--- src/rtl/ex_result_stage.sv ---
// EX/MEM result register: captures the ALU result, maintains the Z/V/N flag
// register and counts accepted instructions, with stall/flush pipeline control.
module ex_result_stage (
  input  logic        clk,
  input  logic        rst,
  input  logic        in_valid,
  input  logic [15:0] alu_out,
  input  logic        alu_ov,
  input  logic [1:0]  op_cls,
  input  logic [3:0]  rd,
  input  logic        reg_we,
  input  logic        stall,
  input  logic        flush,
  output logic        out_valid,
  output logic [15:0] out_result,
  output logic [3:0]  out_rd,
  output logic        out_we,
  output logic        flag_z,
  output logic        flag_v,
  output logic        flag_n,
  output logic [15:0] instr_cnt
);

  typedef enum logic [1:0] {
    CLS_ARITH = 2'b00,
    CLS_LOGIC = 2'b01,
    CLS_NONE  = 2'b10,
    CLS_RSVD  = 2'b11
  } op_cls_e;

  logic    acc;
  logic    bubble;
  logic    res_zero;
  op_cls_e cls;

  assign acc      = in_valid & ~stall & ~flush;
  // Flush wins over stall; an idle, unstalled cycle also drains the stage.
  assign bubble   = flush | (~stall & ~in_valid);
  assign res_zero = (alu_out == 16'h0000);
  assign cls      = op_cls_e'(op_cls);

  // NOTE: sequential state uses non-blocking assignments so every register
  // samples pre-edge values; blocking here would create order-dependent races.
  always_ff @(posedge clk) begin
    if (rst) begin
      out_valid  <= 1'b0;
      out_result <= 16'h0000;
      out_rd     <= 4'h0;
      out_we     <= 1'b0;
    end else if (acc) begin
      out_valid  <= 1'b1;
      out_result <= alu_out;
      out_rd     <= rd;
      out_we     <= reg_we & (rd != 4'h0);
    end else if (bubble) begin
      // Result and destination keep their last values; only the qualifiers drop.
      out_valid  <= 1'b0;
      out_we     <= 1'b0;
    end
  end

  always_ff @(posedge clk) begin
    if (rst) begin
      flag_z <= 1'b0;
      flag_v <= 1'b0;
      flag_n <= 1'b0;
    end else if (acc) begin
      case (cls)
        CLS_ARITH: begin
          flag_z <= res_zero;
          flag_v <= alu_ov;
          flag_n <= alu_out[15];
        end
        CLS_LOGIC: flag_z <= res_zero;
        default:   ;
      endcase
    end
  end

  always_ff @(posedge clk) begin
    if (rst) begin
      instr_cnt <= 16'h0000;
    end else if (acc) begin
      instr_cnt <= instr_cnt + 16'h0001;
    end
  end

endmodule

--- config.mk ---
export PLATFORM = sky130hd
export DESIGN_NAME = ex_result_stage
export DESIGN_NICKNAME = d
export VERILOG_FILES = /design/src/rtl/ex_result_stage.sv
export SDC_FILE = /design/constraint.sdc
export NUM_CORES = 1
export LEC_CHECK = 0
export BUFFER_PORTS_ARGS = -buffer_cell sky130_fd_sc_hd__buf_4
export CAP_MARGIN = 20
export CORE_UTILIZATION = 50
export CTS_BUF_LIST = sky130_fd_sc_hd__clkbuf_16
export DETAILED_ROUTE_END_ITERATION = 16
export PLACE_DENSITY = 0.83
export SLEW_MARGIN = 20
export SYNTH_ARGS = -nofsm -noshare
export SYNTH_HDL_FRONTEND = slang
export SYNTH_SLANG_ARGS = --single-unit
--- constraint.sdc ---
create_clock -name clk -period 2.8 [get_ports clk]
set_input_delay 0 -clock clk [delete_from_list [all_inputs] [get_ports clk]]
set_output_delay 0 -clock clk [all_outputs]
set_load 0.01 [all_outputs]
=== Word-level counts from Yosys, hierarchy flattened ===
Index checks and enable logic that the tools add are counted.

* Output and inout bits: 41
* Input port bits: 29
* Word-level logic and storage cells: 28
* Bits in registers: 41

* Multiplexer cells: 3
* Add/sub/neg operators: 1
* Reductions and logical operators: 7
* Equality and inequality tests: 1
* Bitwise operators: 8

{| class="wikitable"
|+ Operators with widths
! kind !! count
|-
| $add A16 B1 Y16 const B || 1
|-
| $logic_not A16 Y1 || 1
|-
| $and A1 B1 Y1 || 4
|-
| $reduce_and A2 Y1 || 2
|-
| $reduce_bool A4 Y1 || 1
|-
| $mux W1 || 3
|-
| $not A1 Y1 || 3
|-
| $eq A2 B1 Y1 const B || 1
|-
| $logic_not A2 Y1 || 1
|-
| $reduce_bool A2 Y1 || 1
|-
| $reduce_or A2 Y1 || 1
|-
| $or A1 B1 Y1 || 1
|}

=== Longest topological paths before layout ===
Gate-level depths: netlist (run 1).

* Depth after elaboration: 5
* Gate-level depth with buffers: 5
* Mapped depth without buffers: 5

=== Least setup slack after synthesis (run 1) ===
No wires, ideal clock.

* Path type: reg2reg
* From: register instr_cnt[0]
* To: register instr_cnt[12]
* Buffers on the path: 0
* Data arrival time: 1.463 ns
* Stages on the path, launching flop included: 6
* Clock period less this slack: 1.533 ns
* Setup slack: 1.267 ns
* Library setup time: 0.070 ns
* Data required time: 2.730 ns
* Cell sequence: dfxtp_1 ha_1 and4_1 nand4_1 or3_1 a21oi_1

* Cells in the longest elaborated chain, start to end: 1

{| class="wikitable"
|+ RTL lines
! item !! RTL line !! text
|-
| start, declared || 21 || <nowiki>output logic [15:0] instr_cnt</nowiki>
|-
| start signal, assigned || 84 || <nowiki>instr_cnt <= instr_cnt + 16'h0001;</nowiki>
|-
| $add A16 B1 Y16 || 84 ||
|}

Every way passes these cells.
A chain may end at the register's enable or synchronous reset.

=== Worst setup path after layout (run 1) ===
* From: input port flush
* To: register flag_v

* Cells in the longest elaborated chain, start to end: 3

{| class="wikitable"
|+ RTL lines
! item !! RTL line !! text
|-
| start, declared || 13 || <nowiki>input logic flush,</nowiki>
|-
| $not A1 Y1 || 36 || <nowiki>assign acc = in_valid & ~stall & ~flush;</nowiki>
|-
| $and A1 B1 Y1 || 36 ||
|-
| $reduce_and A2 Y1 (no source line) || -- ||
|-
| end signal, assigned || 71 || <nowiki>flag_v <= alu_ov;</nowiki>
|-
| end, declared || 19 || <nowiki>output logic flag_v,</nowiki>
|}

Every way passes these cells.

==> results of run 1 <==
==> routing by layer <==
metal / track usage [%] / up-vias / share of wire, %
met5: 0 / - / 0
li1: - / 849 / -
met1: 30.82 / 828 / 40
met3: 6.710 / 15 / 4.8
met4: 14.29 / 0 / 2.8
met2: 46.98 / 54 / 52
==> sequential cells by signal, summed over array words and instances, names as in the netlist <==
register and count:
instr_cnt 16, out_result 16, out_rd 4, flag_n 1, flag_v 1, flag_z 1
out_valid 1, out_we 1
==> cell type report <==
cell class | count | area (um^2)
clock buffer | 5 | 125.1
clock inverter | 2 | 7.507
fill | 212 | 573.1
inverter | 2 | 7.507
multi-input combinational | 142 | 793.3
sequential | 41 | 820.8
tap | 44 | 55.05
timing repair buffer | 92 | 745.7
==> synthesized netlist by cell type (5+ instances only) <==
master,count
nand2_1,46
nand3_1,5
nor4_1,5
nor2_1,12
nand4_1,5
a21oi_1,28
dfxtp_1,41
clkbuf_1,8
xor2_1,8
==> cell families after synthesis <==
group	count (synthesis)	share of synthesized area, %
compound gates	34	10.60
xor+xnor	10	5.224
simple gates	94	28.96
mux	3	1.791
buf+inv	12	3.731
flops	41	48.96
fa+ha+maj	1	0.7461
==> through the flow <==
stage	setup slack, ns	utilization [%]	hold slack (ns)
global route	0.9033	81.68	0.04526
detailed placement	1.152	70.40	0.2285
global placement	1.261	70.40	0.2257
floorplan	1.267	-	0.07919
finish	0.9677	81.68	0.02074
CTS	1.008	81.68	0.01852
==> critical path: stages <==
cell and delay (ns):
dlygate4sd3_1 0.55, buf_4 0.16, or3b_2 0.68, nor3_2 0.28
mux2i_1 0.22, nor2_1 0.08
==> report_power, final <==
group          internal, W  leakage, nW  switching [W]  total, W
Sequential        0.000595        0.332     0.00000743  0.000603
Clock             0.000318       0.0685       0.000211  0.000530
Combinational    0.0000717        0.649      0.0000581  0.000130
Total             0.000985         1.05       0.000277   0.00126
==> how the worst max path moves through the flow <==
stage,start,endpoint,cells past startpoint
floorplan,instr_cnt[0],instr_cnt[12],5
global placement,instr_cnt[0],instr_cnt[14],5
detailed placement,instr_cnt[0],instr_cnt[12],5
CTS,flush,flag_n,6
global route,flush,flag_v,6
finish,flush,flag_v,6
==> key figures, run 1 <==
Logic synthesis
  – Yosys top cell area share: 48.96%
  – Synthesized area: 0.001677 mm^2
  – Post-synth EDFFs: 0
  – Top post-synthesis cells by area: dfxtp_1, nand2_1, a21oi_1
  – Syn Area/Cell: 8.598 um^2
  – Synth warn: 0
  – Main synth FF type: dfxtp_1
  – Area leader, netlist: dfxtp_1
  – Post-Synthesis Cells: ~200
  – Unique cell type count in the Yosys netlist: 30
  – Sequential share of the synthesized area: 48.96%
  – Syn_nets: 225
  – Synth Register Bits: 41
  – Ys async rst share: 0%

Global routing
  – Initial antenna violation count: 0
  – Total global routing track utilization: 27.24%
  – Largest net degree at the start of global routing: 42
  – First-pass GRT wire length: 7.113 mm
  – Remaining Overflow, GRT: 0
  – Vias in the first global route: 1597

Critical path
  – CP required: just under 3 ns
  – Crit path DAT: about 2 ns
  – WS Path Type: input port to register
  – Reg2Reg Setup Slack: 1.10 ns
  – R2r startpoint: instr_cnt[0]
  – Crit Path Max Fanout: 24
  – Worst reg2reg path depth: 5
  – Critical Path Start Type: input port
  – Crit end category: register
  – FF-to-FF End: instr_cnt[14]

Drt
  – DR vias/cell: 5.323
  – DRT Wirelength: 4.912 mm
  – Initial DRC count: 106
  – DR pass1 iterations: 5
  – Via Count: 1746
  – WL/cell: 14.98 um
  – Post-route DRC: 0
  – ANT nets after route: 0

Clocking
  – Post_cts resized: 0
  – Worst skew pair latency: 0.28 ns
  – Clock transition at path regs: 0.06 ns
  – Longest Clk Path Bufs: 2
  – Post-CTS Hold Fix Bufs: 22
  – CTS Buf Count: 5
  – CTS Sinks: 41
  – TritonCTS clock tree: yes
  – Htree depth: 2
  – Setup bufs post-CTS: 0
  – Clock root buffer: clkbuf_16

Hold path
  – Cell depth of the worst min-delay path: 3
  – Hold endpoint: flag_z
  – Worst Hold Launch: op_cls[1]
  – Hold Path Class: input port to register

Final layout
  – Synth-to-layout area growth: 52.39%
  – Fin nets: 314
  – Final instance area: approximately 0.0026 mm^2
  – Ant. Diodes: 0
  – Cell Count, Final, Fillers Out: between 300 and 400
  – Most common cell after layout, fill and taps aside: buf_4
  – Layout cells sized above 1: 29.58%
  – Most frequent cells in the layout: buf_4, nand2_1, dfxtp_1, a21oi_1, dlygate4sd3_1

Placement
  – Routability cong.: 0.8315
  – DP Wirelength: 2.820 mm
  – Port bufs: 69
  – Placed cell area: 0.002202 mm^2
  – Placed Cells: 299

Timing
  – Fin. Hold Viols: 0
  – Slew Viols, Final: 0
  – Final Setup Violations: 0
  – Slew margin rel.: 67.04%
  – Max Clock Freq: 545.8 MHz
  – Final TNS setup: 0 ns
  – Part of the cycle the worst path needs: 65.44%
  – Tightest Pin Transition: 0.4944 ns
  – RSZ-0062 raised after global routing: false
  – Fin crit period: 1.832 ns
  – Clk_skew: 0.002996 ns

Run
  – Max_cap viols: 0

Floorplan
  – Core ar.: 0.003128 mm^2
  – Die H: 59.91 um
  – IO Pins: 70
  – Initial cell density of the core: ~54%
  – Die Span X: 59.91 um
  – Die ar.: 0.003589 mm^2
  – Num rows: 20

Power
  – P per Cell Area: 494.0 mW/mm^2
  – Static leakage: 1.049 nW
  – VDD IR max: 0.4190 mV
  – Design Power: about 0.0013 W

Outcome
  – Status: completed
(Power assumes the default switching activity.)
==> run 2: changes to the inputs <==
--- a/config.mk
+++ b/config.mk
@@ -7,10 +7,10 @@
 export LEC_CHECK = 0
 export BUFFER_PORTS_ARGS = -buffer_cell sky130_fd_sc_hd__buf_4
 export CAP_MARGIN = 20
-export CORE_UTILIZATION = 50
+export CORE_UTILIZATION = 47
 export CTS_BUF_LIST = sky130_fd_sc_hd__clkbuf_16
 export DETAILED_ROUTE_END_ITERATION = 16
-export PLACE_DENSITY = 0.83
+export PLACE_DENSITY = 0.79
 export SLEW_MARGIN = 20
 export SYNTH_ARGS = -nofsm -noshare
 export SYNTH_HDL_FRONTEND = slang
==> constraint.sdc (replaced) <==
create_clock -name clk -period 1.9 [get_ports clk]
set_input_delay 0 -clock clk [delete_from_list [all_inputs] [get_ports clk]]
set_output_delay 0 -clock clk [all_outputs]
set_load 0.01 [all_outputs]
==> key figures, run 2 (synthesized netlist as in run 1, its figures left out) <==
Timing
  – Fin crit period: 1.704 ns
  – RSZ-0062 raised after global routing: false
  – Clk_skew: 0.003832 ns (+0.0008352 ns)
  – Tightest Pin Transition: 0.4197 ns (-0.07475 ns)
  – Max Clock Freq: 587.0 MHz
  – Final Setup Violations: 0 (unchanged)
  – Part of the cycle the worst path needs: between 80% and 90%
  – Hold Worst Slack: 0.02738 ns (+0.006644 ns)
  – Final TNS setup: 0 ns (unchanged)
  – Fin. Hold Viols: 0 (unchanged)
  – Slew margin rel.: 71.76% (+4.7 points)
  – Slew Viols, Final: 0 (unchanged)

Global routing
  – Remaining Overflow, GRT: 0 (unchanged)
  – First-pass GRT wire length: 6.789 mm (-4.6%)
  – Initial antenna violation count: 0 (unchanged)
  – Largest net degree at the start of global routing: 42 (unchanged)
  – Total global routing track utilization: 24.23% (-3.0 points)
  – Vias in the first global route: 1552 (-2.8%)

Drt
  – DRT Wirelength: 4.484 mm (-8.7%)
  – Initial DRC count: 62 (-42%)
  – Post-route DRC: 0 (unchanged)
  – Via Count: 1703 (-2.5%)
  – WL/cell: 13.51 um (-9.8%)
  – DR pass1 iterations: 4 (-1)
  – ANT nets after route: 0 (unchanged)
  – DR vias/cell: 5.130 (-3.6%)

Power
  – Static leakage: 1.055 nW (+0.51%)
  – P per Cell Area: 732.9 mW/mm^2 (+48%)
  – VDD IR max: 0.5449 mV (+30%)

Final layout
  – Most common cell after layout, fill and taps aside: buf_4
  – Biggest regs: instr_cnt: 16 flops, out_result: 16 flops, out_rd: 4 flops
  – FF+latch area: 820.8 um^2 (unchanged)
  – Most frequent cells in the layout: buf_4, nand2_1, dfxtp_1, a21oi_1, dlygate4sd3_1
  – Multi-input logic area: 793.3 um^2 (unchanged)
  – Post-layout util: 75.97% (-5.7 points)
  – Ant. Diodes: 0 (unchanged)
  – Fin nets: 315 (+0.32%)
  – Layout cells sized above 1: 30.77% (+1.2 points)
  – Number of fill cells in the layout: 249 (+17%)
  – Synth-to-layout area growth: 53.58%

Clocking
  – Clock transition at path regs: 0.06 ns (about the same)
  – CTS Buf Count: 5 (unchanged)
  – Clock root buffer: clkbuf_16
  – Worst skew pair latency: 0.28 ns (about the same)
  – CTS Sinks: 41 (unchanged)
  – Setup bufs post-CTS: 0 (unchanged)
  – TritonCTS clock tree: yes
  – Htree depth: 2 (unchanged)
  – Longest Clk Path Bufs: 2 (unchanged)

Placement
  – Port bufs: 69 (unchanged)
  – DP Wirelength: 2.733 mm (-3.1%)
  – Routability cong.: 0.7291 (-12%)

Critical path
  – Crit path DAT: 1.91 ns (-0.06 ns)
  – CP bufs+invs: 0 (-2)
  – Crit-path cells: ha_1, and4_1, nand4_1, or3_1, a21oi_1
  – Slowest CP cell: dfxtp_1
  – Crit end category: register
  – Crit-path leading delay family: simple AND/OR/NAND/NOR gates
  – Critical Path Start Type: register
  – Max incr delay on CP: 0.41 ns (-0.27 ns)
  – CP required: 2.11 ns (-0.83 ns)
  – Crit Path Max Fanout: 5 (-79%)
  – WS Path Type: register to register

Hold path
  – Hold Path Class: input port to register

Floorplan
  – IO Pins: 70 (unchanged)
  – Die ar.: 0.003810 mm^2 (+6.2%)
  – Initial cell density of the core: 49.46% (-4.1 points)
  – Die Span X: 61.73 um (+3.0%)
  – Die H: 61.73 um (+3.0%)
  – Num rows: 21 (+5.0%)
  – Core ar.: 0.003390 mm^2 (+8.4%)

Outcome
  – Status: completed

Run
  – Max_cap viols: 0 (unchanged)
[run 2: cell count changes in the layout (fill, tap and decap cells not counted), sizes merged]
cell      change
clkinv        +1
inv           -1
clkinvlp      +1
buf           +1
[run 2: report_power, final]
part	switching [W]	internal [W]	leakage, nW
combinational	0.0000836	0.000106	0.653
sequential	0.0000101	0.000877	0.332
clock	0.000329	0.000481	0.0696
total	0.000423	0.00146	1.05
[run 2: per-stage QoR]
step	total power, W	instance area [um^2]	setup slack [ns]	std cells
2_1_floorplan	0.0009666	1677	0.3670	195
3_3_place_gp	0.001054	2212	0.3619	302
3_5_place_dp	0.001055	2212	0.3069	302
4_1_cts	0.001888	2575	0.2255	332
5_1_grt	0.001947	2575	0.1189	332
6_report	0.001887	2575	0.1963	332
[run 2: tightest hold or removal path: cells and delay by family]
kind / cells / cell delay (ns)
AO/OA/AOI/OAI: 1 / 0.06
buffers and inverters: 1 / 0.09
AND/OR/NAND/NOR: 1 / 0.09
[run 2: worst paths after layout]
path / from / to / slack [ns] / cells after the start
worst max-delay path: instr_cnt[0] / instr_cnt[14] / 0.20 / 5
worst min-delay path: op_cls[1] / flag_z / 0.03 / 3
worst max register to register: instr_cnt[0] / instr_cnt[14] / 0.20 / 5
worst min register to register: out_result[3] / out_result[3] / 0.45 / 2
[run 2: layout make-up]
cell class                      count  share of cell area [%]
Sequential cell                    41                   31.88
Multi-Input combinational cell    142                   30.81
Timing Repair Buffer               93                   29.25
Clock buffer                        5                   4.859
Tap cell                           46                   2.235
Clock inverter                      3                  0.6803
Inverter                            2                  0.2915
[run 2: layer usage]
metal | GRT usage (%) | share of wire, %
met1 | 30.31 | 42
met2 | 39.94 | 51
met3 | 4.969 | 4.1
met4 | 11.75 | 2.6
met5 | 0 | 0
[run 2: repair_timing]
action,in CTS,in global routing
resized for setup,0,0
endpoints found under the hold margin,24,0
hold buffers,22,0
==> run 3: changes to the inputs <==
--- a/config.mk
+++ b/config.mk
@@ -5,9 +5,10 @@
 export SDC_FILE = /design/constraint.sdc
 export NUM_CORES = 1
 export LEC_CHECK = 0
+export ABC_AREA = 1
 export BUFFER_PORTS_ARGS = -buffer_cell sky130_fd_sc_hd__buf_4
 export CAP_MARGIN = 20
-export CORE_UTILIZATION = 47
+export CORE_UTILIZATION = 48
 export CTS_BUF_LIST = sky130_fd_sc_hd__clkbuf_16
 export DETAILED_ROUTE_END_ITERATION = 16
 export PLACE_DENSITY = 0.79
==> key figures, run 3 <==
Final layout
  – Most frequent cells in the layout: nand2_1, buf_4, dfxtp_1, nor2_1, a21oi_1
  – Ant. Diodes: 0 (unchanged)
  – Most common cell after layout, fill and taps aside: nand2_1
  – Number of fill cells in the layout: 289 (+16%)
  – Layout cells sized above 1: 26.38% (-4.4 points)
  – Multi-input logic area: 855.8 um^2 (+7.9%)
  – Fin nets: 375 (+19%)
  – FF+latch area: 820.8 um^2 (unchanged)
  – Biggest regs: instr_cnt: 16 flops, out_result: 16 flops, out_rd: 4 flops
  – Synth-to-layout area growth: 47.56%
  – Cell Count, Final, Fillers Out: 391 (+18%)

Placement
  – Pre-CTS setup slack: 0.5726 ns (+0.2657 ns)
  – Placed Cells: 366 (+21%)
  – DP Wirelength: 3.193 mm (+17%)
  – Routability cong.: 0.8225 (+13%)
  – Port bufs: 69 (unchanged)

Critical path
  – Slowest CP cell: dfxtp_1
  – CP bufs+invs: 1 (+1)
  – Crit-path cells: ha_1, inv_1, nor2_1, nand2_1, nor2_1, nand3_1, nand2_1, nor2_1
  – Max incr delay on CP: 0.40 ns (about the same)
  – Crit path top cell by count: nor2_1
  – Crit end category: register
  – WS Path Type: register to register
  – Crit path DAT: 1.58 ns (-0.33 ns)
  – CP required: 2.07 ns (-0.04 ns)
  – Crit Path Max Fanout: 5 (unchanged)
  – Critical Path Start Type: register
  – Crit-path leading delay family: simple AND/OR/NAND/NOR gates

Logic synthesis
  – Sequential share of the synthesized area: 45.75% (-3.2 points)
  – Top post-synthesis cells by area: dfxtp_1, nand2_1, a21oi_1
  – Yosys top cell area share: 45.75% (-3.2 points)
  – Post-synth EDFFs: 0 (unchanged)
  – Post-Synthesis Cells: 258 (+32%)
  – Most frequent cell after synthesis: nand2_1
  – Syn Area/Cell: 6.954 um^2 (-19%)
  – Synthesized area: 0.001794 mm^2 (+7.0%)
  – Unique cell type count in the Yosys netlist: 23 (-23%)
  – Area leader, netlist: dfxtp_1
  – Syn_nets: 288 (+28%)
  – Post-synth top cells: nand2_1, dfxtp_1, nor2_1, a21oi_1, nand3_1
  – Synth warn: 0 (unchanged)
  – Synth Register Bits: 41 (unchanged)
  – Ys async rst share: 0% (unchanged)
  – Main synth FF type: dfxtp_1

Clocking
  – Clock root buffer: clkbuf_16
  – Clock transition at path regs: 0.06 ns (about the same)
  – TritonCTS clock tree: yes
  – Setup bufs post-CTS: 0 (unchanged)
  – CTS Buf Count: 5 (unchanged)
  – Post_cts resized: 0 (unchanged)
  – CTS Sinks: 41 (unchanged)
  – Longest Clk Path Bufs: 2 (unchanged)
  – Worst skew pair latency: 0.28 ns (about the same)
  – Htree depth: 2 (unchanged)

Timing
  – Fin crit period: 1.410 ns (-0.2936 ns)
  – Final worst setup slack: 0.4899 ns (+0.2936 ns)
  – Slew Viols, Final: 0 (unchanged)
  – Part of the cycle the worst path needs: 74.22% (-15 points)
  – Tightest Pin Transition: 0.4367 ns (+0.01705 ns)
  – Slew margin rel.: 70.85% (-0.91 points)
  – Final Setup Violations: 0 (unchanged)
  – Max Clock Freq: 709.2 MHz (+21%)
  – Clk_skew: 0.001487 ns (-0.002345 ns)
  – Final TNS setup: 0 ns (unchanged)
  – Fin. Hold Viols: 0 (unchanged)
  – RSZ-0062 raised after global routing: false

Power
  – Static leakage: 1.139 nW (+8.0%)
  – P per Cell Area: 703.9 mW/mm^2 (-4.0%)
  – Design Power: 0.001864 W (-1.2%)
  – VDD IR max: 0.5424 mV (-0.45%)

Global routing
  – Initial antenna violation count: 0 (unchanged)
  – Vias in the first global route: 1891 (+22%)
  – Remaining Overflow, GRT: 0 (unchanged)
  – Largest net degree at the start of global routing: 29 (-31%)
  – First-pass GRT wire length: 8.066 mm (+19%)
  – Total global routing track utilization: 25.74% (+1.5 points)

Drt
  – Post-route DRC: 0 (unchanged)
  – DRT Wirelength: 4.847 mm (+8.1%)
  – WL/cell: 12.40 um (-8.2%)
  – Via Count: 1966 (+15%)
  – ANT nets after route: 0 (unchanged)
  – DR vias/cell: 5.028 (-2.0%)
  – DR pass1 iterations: 4 (unchanged)
  – Initial DRC count: 133 (+110%)

Floorplan
  – Die H: 63.14 um (+2.3%)
  – Die ar.: 0.003987 mm^2 (+4.6%)
  – Core ar.: 0.003468 mm^2 (+2.3%)
  – Num rows: 21 (unchanged)
  – Initial cell density of the core: 51.73% (+2.3 points)
  – IO Pins: 70 (unchanged)
  – Die Span X: 63.14 um (+2.3%)

Run
  – Max_cap viols: 0 (unchanged)

Outcome
  – Status: completed

Hold path
  – Hold Path Class: input port to register
[run 3: logic make-up (layout without fill, tap and decap cells)]
| group | after synthesis | count (layout) | synth area share, % |
|---|---|---|---|
| buffers and inverters | 27 | 114 | 6.555 |
| adder cells (fa/ha/maj) | 1 | 1 | 0.6972 |
| XOR/XNOR | 1 | 1 | 0.4882 |
| AND/OR/NAND/NOR | 148 | 148 | 35.15 |
| AO/OA/AOI/OAI | 40 | 40 | 11.37 |
| flip-flops | 41 | 41 | 45.75 |
[run 3: metrics by stage]
step                hold WS (ns)  cell area (um^2)  util [%]
finish                  0.002040              2648     76.33
global route            0.007232              2648     76.33
CTS                     0.003509              2648     76.33
detailed placement        0.2660              2335     67.32
global placement          0.2518              2335     67.32
floorplan                 0.1429              1794         -
[run 3: timing repair]
action | in CTS | in global routing
setup endpoints to repair | 0 | 0
hold buffers | 18 | 0
endpoints found under the hold margin | 18 | 0
[run 3: final cells by class]
class | instances | area share, %
clock buffers | 5 | 4.726
clock inverters | 2 | 0.2836
inverters | 18 | 2.552
multi-input cells | 190 | 32.33
flip-flops and latches | 41 | 31.00
well taps | 46 | 2.174
repair buffers | 89 | 26.94
[run 3: worst paths after layout]
check	from	endpoint	slack [ns]	cells after the start
hold reg to reg	out_result[8]	out_result[8]	0.46	2
hold / removal	alu_out[12]	out_result[12]	0.002	3
setup reg to reg	instr_cnt[1]	instr_cnt[14]	0.49	8
setup / recovery	instr_cnt[1]	instr_cnt[14]	0.49	8
[run 3: power breakdown]
group	leakage [nW]	internal (W)	total [W]	switching (W)
registers	0.332	0.000878	0.000888	0.0000101
logic	0.738	0.000104	0.000194	0.0000899
clock network	0.0685	0.000469	0.000782	0.000312
[run 3: worst min-delay path, cell delays in order]
cell     delay, ns
buf_4         0.11
nand2_1       0.06
a21oi_1       0.06
[run 3: per-layer routing]
layer	vias up	track usage [%]	routed length (um)
met4	0	7.558	62
met1	889	27.60	2029
li1	1001	-	-
met5	-	0	0
met3	9	9.783	342
met2	67	46.24	2414
